### src/rtl/menu_nav_ctrl.sv
// Two-level UI menu controller: mode selection at level 0, per-mode field
// editing with an apply row at level 1, and held left/right auto-repeat.
module menu_nav_ctrl #(
    parameter int N_MODES    = 3,
    parameter int N_FIELDS   = 4,
    parameter int FIELD_W    = 2,
    parameter int FIELD_MAX  = 3,
    parameter int RETAIN     = 1,
    parameter int REPEAT_DLY = 25000000,
    parameter int REPEAT_PER = 5000000,
    localparam int MSEL_W    = (N_MODES > 1) ? $clog2(N_MODES) : 1,
    localparam int FSEL_W    = (N_FIELDS > 0) ? $clog2(N_FIELDS + 1) : 1
) (
    input  logic                          clk,
    input  logic                          reset,
    input  logic                          key_left,
    input  logic                          key_right,
    input  logic                          key_up,
    input  logic                          key_down,
    input  logic                          key_confirm,
    input  logic                          key_quit,
    input  logic                          hold_left,
    input  logic                          hold_right,
    output logic                          level,
    output logic [MSEL_W-1:0]             mode_sel,
    output logic [FSEL_W-1:0]             field_sel,
    output logic [N_FIELDS*FIELD_W-1:0]   field_vals,
    output logic                          applied,
    output logic                          apply_pulse
);

    localparam int CNT_W = $clog2(REPEAT_DLY + 1);

    typedef enum logic [1:0] {TOP, EDIT, ARMED} state_t;

    state_t                         state_q, state_d;
    logic [MSEL_W-1:0]              mode_q, mode_d;
    logic [FSEL_W-1:0]              row_q, row_d;
    logic [FIELD_W-1:0]             vals_q [N_MODES][N_FIELDS];
    logic [FIELD_W-1:0]             vals_d [N_MODES][N_FIELDS];
    logic [CNT_W-1:0]               cnt_l_q, cnt_l_d, cnt_r_q, cnt_r_d;
    logic [N_FIELDS*FIELD_W-1:0]    field_vals_q, field_vals_d;
    logic                           level_q, applied_q, pulse_q, pulse_d;
    logic                           on_field, rep_ok;
    logic                           step_l, step_r, go_left, go_right;
    logic                           lr_inc, lr_dec, ud_evt;
    logic                           fld_inc, fld_dec, clr_mode;

    assign on_field = (row_q != FSEL_W'(N_FIELDS));
    assign rep_ok   = (state_q == EDIT) && on_field && (hold_left ^ hold_right);

    // Next-state, navigation, field editing and auto-repeat counters.
    always_comb begin
        state_d      = state_q;
        mode_d       = mode_q;
        row_d        = row_q;
        vals_d       = vals_q;
        pulse_d      = 1'b0;
        cnt_l_d      = '0;
        cnt_r_d      = '0;
        step_l       = 1'b0;
        step_r       = 1'b0;
        fld_inc      = 1'b0;
        fld_dec      = 1'b0;
        clr_mode     = 1'b0;
        field_vals_d = '0;

        // After the first step the counter is reloaded so that it reaches the
        // trigger value again REPEAT_PER cycles later.
        if (rep_ok && hold_left) begin
            if (cnt_l_q == CNT_W'(REPEAT_DLY - 1)) begin
                step_l  = 1'b1;
                cnt_l_d = CNT_W'(REPEAT_DLY - REPEAT_PER);
            end else begin
                cnt_l_d = cnt_l_q + 1'b1;
            end
        end
        if (rep_ok && hold_right) begin
            if (cnt_r_q == CNT_W'(REPEAT_DLY - 1)) begin
                step_r  = 1'b1;
                cnt_r_d = CNT_W'(REPEAT_DLY - REPEAT_PER);
            end else begin
                cnt_r_d = cnt_r_q + 1'b1;
            end
        end

        // A pulse and a repeat step in the same direction merge into one step.
        go_left  = !(key_left && key_right) && (key_left || step_l);
        go_right = !(key_left && key_right) && (key_right || step_r);
        lr_inc   = go_right && !go_left;
        lr_dec   = go_left && !go_right;
        ud_evt   = key_up || key_down;

        // The highest-priority key present owns the cycle, even when ignored.
        case (state_q)
            TOP: begin
                if (!key_quit) begin
                    if (key_confirm) begin
                        state_d = EDIT;
                        row_d   = '0;
                    end else if (!ud_evt) begin
                        if (lr_inc)
                            mode_d = (mode_q == MSEL_W'(N_MODES - 1)) ? '0 : mode_q + 1'b1;
                        else if (lr_dec)
                            mode_d = (mode_q == '0) ? MSEL_W'(N_MODES - 1) : mode_q - 1'b1;
                    end
                end
            end
            EDIT: begin
                if (key_quit) begin
                    state_d  = TOP;
                    row_d    = '0;
                    clr_mode = (RETAIN == 0);
                end else if (key_confirm) begin
                    if (!on_field) begin
                        state_d = ARMED;
                        pulse_d = 1'b1;
                    end
                end else if (ud_evt) begin
                    if (key_down && !key_up)
                        row_d = (row_q == FSEL_W'(N_FIELDS)) ? '0 : row_q + 1'b1;
                    else if (key_up && !key_down)
                        row_d = (row_q == '0) ? FSEL_W'(N_FIELDS) : row_q - 1'b1;
                end else if (on_field) begin
                    fld_inc = lr_inc;
                    fld_dec = lr_dec;
                end
            end
            default: begin
                if (key_quit) begin
                    state_d  = TOP;
                    row_d    = '0;
                    clr_mode = (RETAIN == 0);
                end
            end
        endcase

        if ((state_d != state_q) || (row_d != row_q)) begin
            cnt_l_d = '0;
            cnt_r_d = '0;
        end

        for (int unsigned m = 0; m < N_MODES; m++) begin
            for (int unsigned f = 0; f < N_FIELDS; f++) begin
                if (mode_q == MSEL_W'(m)) begin
                    if (clr_mode)
                        vals_d[m][f] = '0;
                    else if (fld_inc && row_q == FSEL_W'(f))
                        vals_d[m][f] = (vals_q[m][f] == FIELD_W'(FIELD_MAX)) ? '0 : vals_q[m][f] + 1'b1;
                    else if (fld_dec && row_q == FSEL_W'(f))
                        vals_d[m][f] = (vals_q[m][f] == '0) ? FIELD_W'(FIELD_MAX) : vals_q[m][f] - 1'b1;
                end
            end
        end

        for (int unsigned m = 0; m < N_MODES; m++) begin
            for (int unsigned f = 0; f < N_FIELDS; f++) begin
                if (mode_d == MSEL_W'(m))
                    field_vals_d[f*FIELD_W +: FIELD_W] = vals_d[m][f];
            end
        end
    end

    // State, stored fields and registered outputs.
    always_ff @(posedge clk or posedge reset) begin
        if (reset) begin
            state_q      <= TOP;
            mode_q       <= '0;
            row_q        <= '0;
            cnt_l_q      <= '0;
            cnt_r_q      <= '0;
            level_q      <= 1'b0;
            applied_q    <= 1'b0;
            pulse_q      <= 1'b0;
            field_vals_q <= '0;
            for (int unsigned m = 0; m < N_MODES; m++)
                for (int unsigned f = 0; f < N_FIELDS; f++)
                    vals_q[m][f] <= '0;
        end else begin
            state_q      <= state_d;
            mode_q       <= mode_d;
            row_q        <= row_d;
            cnt_l_q      <= cnt_l_d;
            cnt_r_q      <= cnt_r_d;
            level_q      <= (state_d != TOP);
            applied_q    <= (state_d == ARMED);
            pulse_q      <= pulse_d;
            field_vals_q <= field_vals_d;
            vals_q       <= vals_d;
        end
    end

    assign level       = level_q;
    assign mode_sel    = mode_q;
    assign field_sel   = row_q;
    assign field_vals  = field_vals_q;
    assign applied     = applied_q;
    assign apply_pulse = pulse_q;

endmodule
### config.mk
export PLATFORM = sky130hd
export DESIGN_NAME = menu_nav_ctrl
export DESIGN_NICKNAME = d
export VERILOG_FILES = /design/src/rtl/menu_nav_ctrl.sv
export SDC_FILE = /design/constraint.sdc
export NUM_CORES = 1
export LEC_CHECK = 0
export BUFFER_PORTS_ARGS = -buffer_cell sky130_fd_sc_hd__buf_2
export CAP_MARGIN = 20
export CELL_PAD_IN_SITES_DETAIL_PLACEMENT = 2
export CELL_PAD_IN_SITES_GLOBAL_PLACEMENT = 2
export CORE_MARGIN = 2
export CORE_UTILIZATION = 40
export DETAILED_ROUTE_END_ITERATION = 6
export PLACE_DENSITY_LB_ADDON = 0.15
export SYNTH_ARGS = -nofsm -noshare
export SYNTH_HDL_FRONTEND = slang
export SYNTH_SLANG_ARGS = --single-unit
export TNS_END_PERCENT = 100
### constraint.sdc
create_clock -name clk -period 4.25 [get_ports clk]
set_input_delay 0.85 -clock clk [delete_from_list [all_inputs] [get_ports clk]]
set_output_delay 0.85 -clock clk [all_outputs]
set_load 0.05 [all_outputs]
After elaboration in Yosys (flattened, before gate mapping)
Cells that the tools add are included.
{ "totals": {"ff_bits": 92, "output_inout_bits": 16} }
{ "classes": {"bitwise_logic": 1, "reduce_logical": 45, "mux": 122, "addsub": 30, "eq_ne": 27} }
{ "op_table": {"columns": ["operator", "n"], "rows": [
  ["$mux W2", 86],
  ["$mux W25", 6],
  ["$add A25 B1 Y25 const B", 2],
  ["$eq A25 B25 Y1 const B", 2],
  ["$eq A2 B2 Y1 const B", 15],
  ["$logic_not A2 Y1", 15],
  ["$mux W3", 10],
  ["$add A2 B1 Y2 const B", 13],
  ["$sub A2 B1 Y2 const B", 13],
  ["$logic_and A1 B1 Y1", 19],
  ["$mux W1", 18],
  ["$eq A2 B1 Y1 const B", 3],
  ["$eq A3 B2 Y1 const B", 2],
  ["$pmux W3 S2", 1],
  ["$logic_not A1 Y1", 5],
  ["$logic_or A1 B1 Y1", 4],
  ["$pmux W2 S2", 1],
  ["$add A3 B1 Y3 const B", 1],
  ["$eq A3 B1 Y1 const B", 1],
  ["$eq A3 B3 Y1 const B", 1],
  ["$logic_not A3 Y1", 1],
  ["$ne A3 B3 Y1", 1],
  ["$ne A3 B3 Y1 const B", 1],
  ["$sub A3 B1 Y3 const B", 1],
  ["3 further kinds", 3]
]} }

Depth between registers and ports, before layout
Gate-level depths: netlist (run 1).
{ "depth": {"ltp_word": 21, "mapped_depth": 12, "ltp_nobuf": 11} }

Worst setup path after synthesis (run 1)
No wires, ideal clock.
{ "synth_path": {"kind": "flip-flop to flip-flop", "startpoint": "register row_q[0], in the netlist field_sel[0]", "endpoint": "register field_vals_q[2], in the netlist field_vals[2]", "setup_ns": 0.066, "required_time_ns": 4.184, "arrival_ns": 3.376, "path_stages_with_launch": 11, "setup_slack_ns": 0.807, "path_cell_list": "dfrtp_1 -> inv_1 -> ha_1 -> and2_1 -> nor4b_4 -> a31oi_4 -> or4_4 -> o221ai_4 -> inv_4 -> a2111oi_0 -> a221o_1"} }
{ "synth_between": {"word_cells_on_any_way": 49, "cone_classes": "4 x eq/ne; 30 x mux; 15 x reduce/logical"} }
{ "synth_rtl": {"columns": ["element", "line_no", "rtl"], "rows": [
  ["start, declared", "38", "logic [FSEL_W-1:0] row_q, row_d;"],
  ["start signal, assigned", "182", "row_q <= row_d;"],
  ["$ne A3 B3 Y1 (*)", "49", "assign on_field = (row_q != FSEL_W'(N_FIELDS));"],
  ["$logic_and A1 B1 Y1 (*) (2 in series)", "50", "assign rep_ok = (state_q == EDIT) && on_field && (hold_left ^ hold_right);"],
  ["$logic_and A1 B1 Y1", "78", "if (rep_ok && hold_right) begin"],
  ["$mux W1", "78", null],
  ["$logic_or A1 B1 Y1", "89", "go_right = !(key_left && key_right) && (key_right || step_r);"],
  ["$logic_and A1 B1 Y1", "89", null],
  ["$logic_not A1 Y1", "91", "lr_dec = go_left && !go_right;"],
  ["$logic_and A1 B1 Y1", "91", null],
  ["[... 3 more ...]", null, null],
  ["$mux W2 (*)", "98", "if (key_confirm) begin"],
  ["$mux W2 (*)", "97", "if (!key_quit) begin"],
  ["$mux W2 (*)", "95", "case (state_q)"],
  ["via mode_d[1]", "37", "logic [MSEL_W-1:0] mode_q, mode_d;"],
  ["$logic_not A2 Y1", "158", "if (mode_d == MSEL_W'(m))"],
  ["$mux W2 (2 in series)", "158", null],
  ["$mux W2 (*)", "158", null],
  ["via field_vals_d[2]", "42", "logic [N_FIELDS*FIELD_W-1:0] field_vals_q, field_vals_d;"],
  ["end signal, assigned", "188", "field_vals_q <= field_vals_d;"],
  ["end, declared", "42", null]
]} }
The timed path passes the listed nets; every way through them passes the cells marked *.

Worst setup path after layout (run 1)
{ "layout_path": {"startpoint": "register row_q[0], in the netlist field_sel[0]", "endpoint": "register field_vals_q[6], in the netlist field_vals[6]"} }
{ "layout_between": {"elab_chain_cells": 21, "word_cells_on_any_way": 49, "cone_classes": "4 x eq/ne; 30 x mux; 15 x reduce/logical"} }
{ "layout_lines": {"columns": ["element", "line_no", "rtl"], "rows": [
  ["$ne A3 B3 Y1", "49", null],
  ["$logic_and A1 B1 Y1 (2 in series)", "50", null],
  ["$logic_and A1 B1 Y1", "78", null],
  ["$mux W1", "78", null],
  ["$logic_or A1 B1 Y1", "89", null],
  ["$logic_and A1 B1 Y1", "89", null],
  ["$logic_not A1 Y1", "91", null],
  ["$logic_and A1 B1 Y1", "91", null],
  ["[... 4 more ...]", null, null],
  ["$mux W1", "95", null],
  ["$logic_and A1 B1 Y1", "150", "else if (fld_dec && row_q == FSEL_W'(f))"],
  ["$mux W2", "150", null],
  ["$mux W2", "148", "else if (fld_inc && row_q == FSEL_W'(f))"],
  ["$mux W2", "145", "if (mode_q == MSEL_W'(m)) begin"],
  ["$mux W2 (2 in series)", "158", null],
  ["$mux W2 (*)", "158", null],
  ["via field_vals_d[6]", "42", null]
]} }
Marks and branches as above.

==> metrics.cfg, run 1 <==
[hold_path]
hold_path_startpoint = cnt_r_q[0]
hold_class = reg2reg
hold_depth = 1
hold_path_end = cnt_r_q[0]

[placement]
place_congestion = 0.8081
place_hpwl_um = 12210
port_buffers = 25

[finish]
regArea_um2 = 2302
syn2layout_area_growth_pct = 10.37
drive_above_1_share = 0.1140
final_cell_mix = 92 x dfrtp_1, 65 x nor2_1, 42 x inv_1, 41 x nand2_1, 38 x ha_1
multi_input_area_um2 = 3246
finalNetCount = 692
fillerInstances = 1577
layout_commonest_cell = dfrtp_1

[grt]
antenna_found_initial = 1
grt_use_total = 0.2245
grt_pass1_wl_um = 28600
use_met2 = 0.4076
grt_use_met1 = 0.2852
busiest_layer = met2
grt_pass1_vias = 5497
grt_max_degree = 44
gr-usage-met3 = 0.02491
overflow = 0

[yosys]
ys_top_cells_by_area = dfrtp_1 39%, ha_1 8.2%, nor2_1 4.2%
synth.distinct_cells = 71
yosysSeqAreaShare = 0.3949
ys_warn_count = 0
synth_async_sr_flop_share = 1.000
synthFlopType = dfrtp_1
synth-xor-area-share = 0.07062
synth_seq_cells = 92
muxShareOfSynthArea = 0.02297
syn_nets = 676
yosysTopAreaCellShare = 0.3949
synth.largest_area_cell = dfrtp_1
avgSynthCellArea_um2 = 9.282
synthCells = 628
synthSimpleGateAreaFrac = 0.2209
synth_fa_ha_area_frac = 0.08156
synth_edf_count = 0
synth_top_family_by_area = simple AND/OR/NAND/NOR gates
synth_compound_area_frac = 0.1608
syn_area_um2 = 5829

[worst_setup_path]
worst-path-buf-inv = 1
required_ps = 4480
crit_arrival_ps = 3990
path_delay_family = compound AO/OA/AOI/OAI gates
worst_r2r_path_depth = 10
cp-end-kind = flop
reg2reg_from = field_sel[0]
startpoint_type = flop
path_cells = inv_1, ha_1, and2_1, nor4b_4, and3_1, o2111ai_1, o21a_1, o21ai_0, a211oi_1, a221o_1
crit_type = reg2reg
r2r_slack_ps = 490
crit_fanout = 12
crit_path_top_delay_cell = o2111ai_1
cpPeakStageDelay_ps = 510
r2r_end = field_vals[6]

[sta]
setup_violations = 0
hold_viol = 0
fmax_ghz = 0.2658
finalCritPeriodShare = 0.8851
slew_headroom = 0.3408
skew_ps = 7.187
tightestPinTransition_ps = 987.8
fin_hold_ws_ps = 504.2
final.setup.tns_ps = 0
min_period_ps = 3762
drv_slew = 0
rsz0062_at_grt = false

[detailed_routing]
route.final.wire_length_um = 16500
dr.pass1.iters = 4
vias = 4800
drc = 0
vias_per_cell = 5.755
wl_per_cell_um = 19.78
drt_iter0_drc = 117
postRouteAntennaNets = 0

[status]
outcome = finished clean

[floorplanning]
initial_core_util = 0.4057
fp.dieW_um = 124.7
core_um2 = 14370
die_y_um = 124.7
die_area_um2 = 15560
ios = 26
rows = 44

[run]
drv_cap = 0

[clocking]
cts_buffer_depth = 2
htree_levels = 3
cts-buffers-inserted = 9
cts_root_buf = clkbuf_16
holdBufCountCts = 0
cts.sinks = 92
clk_pin_slew_ps = 70
cts_setup_buffers = 0
cts_tree = done
ctsResizeCount = 0
insertion_delay_ps = 340

[pwr]
p_int_w = 0.001537
power_density_nw_per_um2 = 344.6
pwr-share-clk = 0.385
p_leak_nw = 2.710
power_frac_comb = 0.187
seqPwrFrac = 0.428
switchingPower_w = 0.0006801
worst_ir_drop_vdd_mv = 0.1526
swShare = 0.3067

-- worst register-to-register path: cells and delay by family, from the launching register on --
family,cells,cell delay [ps]
buffers and inverters,1,180
DFF,1,500
and+or+nand+nor,3,1020
AOI/OAI and AO/OA,5,1620
adders and majority gates,1,320
-- synthesized netlist by cell type (5+ instances only) --
master,instances
a211oi_1,7
a21oi_1,23
a221o_1,8
a22o_1,5
a31oi_1,7
and2_1,5
and3_1,14
clkbuf_1,19
dfrtp_1,92
ha_1,38
inv_1,43
mux2i_1,10
nand2_1,41
nand3_1,30
nand4_1,6
nor2_1,65
nor2b_1,6
nor3_1,26
nor3b_1,5
nor4b_1,5
o211ai_1,10
o21ai_0,30
o22ai_1,6
xnor2_1,23
xor2_1,24
-- cells by family after synthesis --
kind of cell | count (synthesis)
DFF | 92
and+or+nand+nor | 237
AOI/OAI and AO/OA | 130
adders and majority gates | 38
muxes | 13
xor gates and xnor gates | 47
buffers and inverters | 71
-- flip-flops by register name, summed over array words and instances, names as in the netlist --
signal       flops
state_q          2
field_vals       8
cnt_r_q         25
cnt_l_q         25
vals_q          24
mode_sel         2
level            1
applied          1
apply_pulse      1
field_sel        3
-- area by class of cell --
cell class | count | share of cell area
clock inverters | 3 | 0.006807
clock buffers | 13 | 0.04201
well taps | 184 | 0.03578
inverters | 46 | 0.02742
repair buffers | 30 | 0.02528
flip-flops and latches | 92 | 0.3578
multi-input cells | 465 | 0.5045
diodes | 1 | 0.0003890
-- metal layers --
metal	up-vias	wire, um
li1	2261	-
met1	2499	7416
met2	31	8705
met3	9	219
met4	0	155
met5	-	0
-- stage by stage --
stage | setup WS (ps) | area [um^2] | utilization | cells | total power, W
floorplan | 807.3 | 5829 | - | 628 | 0.001265
global placement | 712.4 | 6117 | 0.4257 | 817 | 0.001363
detailed placement | 526.6 | 6117 | 0.4257 | 817 | 0.001383
CTS | 500.1 | 6431 | 0.4476 | 833 | 0.002240
global route | 221.7 | 6434 | 0.4478 | 834 | 0.002324
finish | 488.2 | 6434 | 0.4478 | 834 | 0.002217
-- worst max path at each step --
stage | slack (ps) | end | start | cells past startpoint
final | 490 | field_vals[6] | field_sel[0] | 10
after global routing | 220 | field_vals[6] | field_sel[0] | 10
after CTS | 500 | field_vals[0] | field_sel[0] | 10
after detailed placement | 530 | field_vals[0] | field_sel[0] | 10
after global placement | 710 | field_vals[2] | field_sel[0] | 10
after floorplan | 810 | field_vals[2] | field_sel[0] | 10
-- power groups by stage --
stage               Sequential, W  Clock [W]  Combinational [W]
CTS                      0.000949   0.000872           0.000419
floorplan                 0.00103          0           0.000232
detailed placement       0.000966          0           0.000416
finish                   0.000949   0.000853           0.000415
global placement         0.000963          0           0.000400
global route             0.000955   0.000911           0.000458
No activity file was read; power rests on OpenSTA's default activity.
==> run 2: changes to the inputs <==
--- a/config.mk
+++ b/config.mk
@@ -12,7 +12,7 @@
 export CORE_MARGIN = 2
 export CORE_UTILIZATION = 40
 export DETAILED_ROUTE_END_ITERATION = 6
-export PLACE_DENSITY_LB_ADDON = 0.15
+export PLACE_DENSITY_LB_ADDON = 0.1
 export SYNTH_ARGS = -nofsm -noshare
 export SYNTH_HDL_FRONTEND = slang
 export SYNTH_SLANG_ARGS = --single-unit
==> run 2 against run 1 <==
Compared with the run above: count of clock-buffer cells in the layout decreased by 4; die area unchanged; fmax increased by 1.6%; clock skew increased by 3.2 ps; sequential cell count unchanged.
==> metrics.cfg, run 2 (synthesis results as in run 1) <==
[finish]
final_cell_mix = 92 x dfrtp_1, 65 x nor2_1, 42 x inv_1, 41 x nand2_1, 38 x ha_1  ; unchanged
fillerInstances = 1583  ; was 1577
drive_above_1_share = 0.1156  ; was 0.1140
multi_input_area_um2 = 3246  ; unchanged
reg_top3 = cnt_l_q: 25 flops, cnt_r_q: 25 flops, vals_q: 24 flops  ; unchanged
regArea_um2 = 2302  ; unchanged
antenna_cells = 0  ; was 1
finalNetCount = 692  ; unchanged
layout_commonest_cell = dfrtp_1  ; unchanged
syn2layout_area_growth_pct = 10.88  ; was 10.37%

[grt]
grt_pass1_wl_um = 27870  ; was 28600 um
grt_max_degree = 39  ; was 44
antenna_found_initial = 0  ; was 1
grt_pass1_vias = 5246  ; was 5497
overflow = 0  ; unchanged
grt_use_total = 0.2212  ; was 0.2245

[floorplanning]
ios = 26  ; unchanged
die_area_um2 = 15560  ; unchanged
die_y_um = 124.7  ; unchanged
initial_core_util = 0.4057  ; unchanged
rows = 44  ; unchanged
core_um2 = 14370  ; unchanged
fp.dieW_um = 124.7  ; unchanged

[detailed_routing]
route.final.wire_length_um = 16400  ; was 16500 um
vias_per_cell = 5.731  ; was 5.755
drt_iter0_drc = 171  ; was 117
drc = 0  ; unchanged
wl_per_cell_um = 19.69  ; was 19.78 um
vias = 4774  ; was 4800
dr.pass1.iters = 4  ; unchanged
postRouteAntennaNets = 0  ; unchanged

[sta]
final.setup.tns_ps = 0  ; unchanged
min_period_ps = 3701  ; was 3762 ps
setup_violations = 0  ; unchanged
finalCritPeriodShare = 0.8709  ; was 0.8851
slew_headroom = 0.3428  ; was 0.3408
drv_slew = 0  ; unchanged
tightestPinTransition_ps = 984.8  ; was 987.8 ps
skew_ps = 10.42  ; was 7.187 ps
rsz0062_at_grt = false  ; unchanged
hold_viol = 0  ; unchanged
fmax_ghz = 0.2702  ; was 0.2658 GHz

[clocking]
cts-buffers-inserted = 9  ; unchanged
cts.sinks = 92  ; unchanged
ctsResizeCount = 0  ; unchanged
cts_setup_buffers = 0  ; unchanged
cts_root_buf = clkbuf_16  ; unchanged
cts_buffer_depth = 2  ; unchanged
cts_tree = done  ; unchanged
clk_pin_slew_ps = 70  ; about the same
htree_levels = 3  ; unchanged
holdBufCountCts = 0  ; unchanged
insertion_delay_ps = 360  ; was 340 ps

[worst_setup_path]
r2r_slack_ps = 550  ; was 490 ps
crit_arrival_ps = 4000  ; was 3990 ps
cp-end-kind = flop  ; unchanged
required_ps = 4550  ; was 4480 ps
crit_fanout = 9  ; was 12
crit_type = reg2reg  ; unchanged
worst_r2r_path_depth = 10  ; unchanged
startpoint_type = flop  ; unchanged
setup.worst_path.start = field_sel[0]  ; unchanged
reg2reg_from = field_sel[0]  ; unchanged
r2r_end = field_vals[1]  ; was field_vals[6]

[pwr]
worst_ir_drop_vdd_mv = 0.2046  ; was 0.1526 mV
power.total_w = 0.002324  ; was 0.002217 W
p_leak_nw = 2.721  ; was 2.710 nW
power_density_nw_per_um2 = 359.5  ; was 344.6 nW/um^2

[status]
outcome = finished clean  ; unchanged

[placement]
place_hpwl_um = 11810  ; was 12210 um
place_congestion = 0.7915  ; was 0.8081
port_buffers = 25  ; unchanged

[hold_path]
hold_class = in2async  ; was reg2reg

[run]
drv_cap = 0  ; unchanged

==> run 2: worst max path at each step <==
stage,endpoint,cells after the start
floorplan,field_vals[2],10
CTS,field_vals[1],10
global route,field_vals[4],10
global placement,field_vals[5],10
detailed placement,field_vals[6],10
finish,field_vals[1],10
==> run 2: cell type report <==
class                   count  area share
clock buffers               9     0.03484
flip-flops and latches     92      0.3562
multi-input cells         465      0.5021
clock inverters             7     0.01858
inverters                  46     0.02749
well taps                 184     0.03562
repair buffers             30     0.02516
==> run 2: critical path: stages (launching register included) <==
cell	delay, ps
dfrtp_1	480
inv_1	160
ha_1	320
and2_1	290
nor4b_4	430
a31oi_4	210
or4_4	590
o221ai_2	400
inv_2	170
nor2_2	370
a221o_1	230
==> run 2: power breakdown <==
group	internal, W	total [W]	switching [W]
clock	0.000579	0.000957	0.000378
sequential	0.000911	0.000950	0.0000391
combinational	0.000120	0.000416	0.000296
==> run 2: metrics by stage <==
| stage | area, um^2 | std cells | hold WS, ps | worst slack (ps) | util |
|---|---|---|---|---|---|
| floorplan | 5829 | 628 | 459.3 | 807.3 | - |
| global placement | 6118 | 817 | 470.2 | 749.2 | 0.4258 |
| detailed placement | 6118 | 817 | 490.7 | 580.1 | 0.4258 |
| CTS | 6464 | 833 | 424.5 | 556.8 | 0.4498 |
| global route | 6464 | 833 | 438.9 | 289.7 | 0.4498 |
| finish | 6464 | 833 | 427.9 | 548.7 | 0.4498 |
==> run 2: layer usage <==
| metal | track usage | wire [um] |
|---|---|---|
| met5 | 0 | 0 |
| met4 | 0.06345 | 204 |
| met3 | 0.02663 | 255 |
| met2 | 0.3912 | 8520 |
| met1 | 0.2841 | 7422 |
==> run 3: changes to the inputs <==
--- a/config.mk
+++ b/config.mk
@@ -10,7 +10,8 @@
 export CELL_PAD_IN_SITES_DETAIL_PLACEMENT = 2
 export CELL_PAD_IN_SITES_GLOBAL_PLACEMENT = 2
 export CORE_MARGIN = 2
-export CORE_UTILIZATION = 40
+export CORE_UTILIZATION = 41
+export CTS_BUF_LIST = sky130_fd_sc_hd__clkbuf_8
 export DETAILED_ROUTE_END_ITERATION = 6
 export PLACE_DENSITY_LB_ADDON = 0.1
 export SYNTH_ARGS = -nofsm -noshare
==> run 3 against run 2 <==
Compared with the run above: critical path type unchanged; design area is 2.3% lower; register-to-register slack worse by 70 ps; utilization up 0.53 points.
==> metrics.cfg, run 3 (synthesis results as in run 1) <==
[status]
outcome = finished clean  ; unchanged

[grt]
grt_pass1_vias = 5319  ; was 5246
grt_max_degree = 62  ; was 39
grt_pass1_wl_um = 27720  ; was 27870 um
grt_use_total = 0.2361  ; was 0.2212
overflow = 0  ; unchanged
antenna_found_initial = 0  ; unchanged

[clocking]
cts_tree = done  ; unchanged
cts-buffers-inserted = 9  ; unchanged
ctsResizeCount = 0  ; unchanged
clk_pin_slew_ps = 100  ; was 70 ps
holdBufCountCts = 0  ; unchanged
cts_buffer_depth = 2  ; unchanged
insertion_delay_ps = 380  ; was 360 ps
cts_root_buf = clkbuf_8  ; was clkbuf_16
htree_levels = 3  ; unchanged
cts.sinks = 92  ; unchanged
cts_setup_buffers = 0  ; unchanged

[floorplanning]
rows = 43  ; was 44
die_y_um = 123.2  ; was 124.7 um
fp.dieW_um = 123.2  ; was 124.7 um
ios = 26  ; unchanged
core_um2 = 13880  ; was 14370 um^2
initial_core_util = 0.4200  ; was 0.4057
die_area_um2 = 15190  ; was 15560 um^2

[detailed_routing]
vias_per_cell = 5.754  ; was 5.731
postRouteAntennaNets = 0  ; unchanged
drt_iter0_drc = 126  ; was 171
wl_per_cell_um = 20.23  ; was 19.69 um
dr.pass1.iters = 4  ; unchanged
route.final.wire_length_um = 16750  ; was 16400 um
drc = 0  ; unchanged
vias = 4764  ; was 4774

[worst_setup_path]
required_ps = 4560  ; was 4550 ps
r2r_end = field_vals[1]  ; unchanged
worst-path-stages = 10  ; unchanged
crit_path_top_delay_cell = or4_4  ; unchanged
path_cells = inv_1, ha_1, and2_1, nor4b_4, a31oi_4, or4_4, o221ai_2, inv_2, nor2_2, a221o_1  ; unchanged
crit_fanout = 9  ; unchanged
reg2reg_from = field_sel[0]  ; unchanged
cpPeakStageDelay_ps = 590  ; about the same
startpoint_type = flop  ; unchanged
crit_type = reg2reg  ; unchanged
cp-end-kind = flop  ; unchanged
worst_r2r_path_depth = 10  ; unchanged
r2r_slack_ps = 480  ; was 550 ps
worst-path-buf-inv = 2  ; unchanged
crit_arrival_ps = 4080  ; was 4000 ps
path_delay_family = simple AND/OR/NAND/NOR gates  ; unchanged

[sta]
tightestPinTransition_ps = 1004  ; was 984.8 ps
slew_headroom = 0.3302  ; was 0.3428
skew_ps = 12.63  ; was 10.42 ps
drv_slew = 0  ; unchanged
final.setup.tns_ps = 0  ; unchanged
rsz0062_at_grt = false  ; unchanged
fmax_ghz = 0.2653  ; was 0.2702 GHz
finalCritPeriodShare = 0.8868  ; was 0.8709
min_period_ps = 3769  ; was 3701 ps
hold_viol = 0  ; unchanged
setup_violations = 0  ; unchanged
fin_hold_ws_ps = 507.7  ; was 427.9 ps

[placement]
place_hpwl_um = 12040  ; was 11810 um
port_buffers = 25  ; unchanged
place_congestion = 0.8383  ; was 0.7915

[finish]
multi_input_area_um2 = 3246  ; unchanged
final_core_util = 0.4551  ; was 0.4498
reg_top3 = cnt_l_q: 25 flops, cnt_r_q: 25 flops, vals_q: 24 flops  ; unchanged
syn2layout_area_growth_pct = 8.371  ; was 10.88%
drive_above_1_share = 0.1142  ; was 0.1156
regArea_um2 = 2302  ; unchanged
layout_commonest_cell = dfrtp_1  ; unchanged
antenna_cells = 0  ; unchanged
fillerInstances = 1539  ; was 1583
finalNetCount = 691  ; was 692
final_cell_mix = 92 x dfrtp_1, 65 x nor2_1, 42 x inv_1, 41 x nand2_1, 38 x ha_1  ; unchanged

[pwr]
p_leak_nw = 2.654  ; was 2.721 nW
power_density_nw_per_um2 = 318.5  ; was 359.5 nW/um^2
worst_ir_drop_vdd_mv = 0.1581  ; was 0.2046 mV

[hold_path]
hold_class = reg2reg  ; was in2async
hold_path_startpoint = cnt_r_q[0]
hold_depth = 1
hold_path_end = cnt_r_q[0]

[run]
drv_cap = 0  ; unchanged

[run 3: cell count changes in the layout (fill, tap and decap cells not counted)]
cell       delta
buf_4         -1
bufinv_16     -2
clkbuf_16     -9
clkbuf_8     +11
clkinv_4      +2
inv_6         -2
[run 3: worst max-delay path by stage]
stage                       startpoint             to  slack, ps
after CTS                 field_sel[0]  field_vals[1]        470
after detailed placement  field_sel[0]  field_vals[1]        520
final                     field_sel[0]  field_vals[1]        480
after global placement    field_sel[0]  field_vals[5]        630
after floorplan           field_sel[0]  field_vals[2]        810
after global routing      field_sel[0]  field_vals[6]        220
[run 3: through the flow]
step           worst slack [ps]  std cells  area, um^2  total power, W
2_1_floorplan             807.3        628        5829        0.001265
3_3_place_gp              628.8        812        6106        0.001366
3_5_place_dp              515.8        812        6106        0.001384
4_1_cts                   474.6        828        6317        0.002034
5_1_grt                   224.2        828        6317        0.002108
6_report                  481.1        828        6317        0.002012
[run 3: layout make-up]
class / count / share of cell area
multi-input cells: 465 / 0.5138
flip-flops and latches: 92 / 0.3644
well taps: 180 / 0.03565
inverters: 46 / 0.02812
repair buffers: 29 / 0.02456
clock buffers: 11 / 0.02397
clock inverters: 5 / 0.009507
[run 3: report_power, final]
part	internal, W	switching [W]	leakage [nW]
Sequential	0.000911	0.0000387	1.21
Clock	0.000305	0.000339	0.106
Combinational	0.000121	0.000297	1.34
Total	0.00134	0.000675	2.65
[run 3: per-layer routing]
| layer | up-vias | routed length, um | share of wire | global-route usage |
|---|---|---|---|---|
| met1 | 2447 | 7754 | 0.46 | 0.2968 |
| met5 | - | 0 | 0 | 0 |
| met2 | 36 | 8566 | 0.51 | 0.4255 |
| met3 | 17 | 226 | 0.013 | 0.02814 |
| met4 | 0 | 206 | 0.012 | 0.06534 |
| li1 | 2264 | - | - | - |
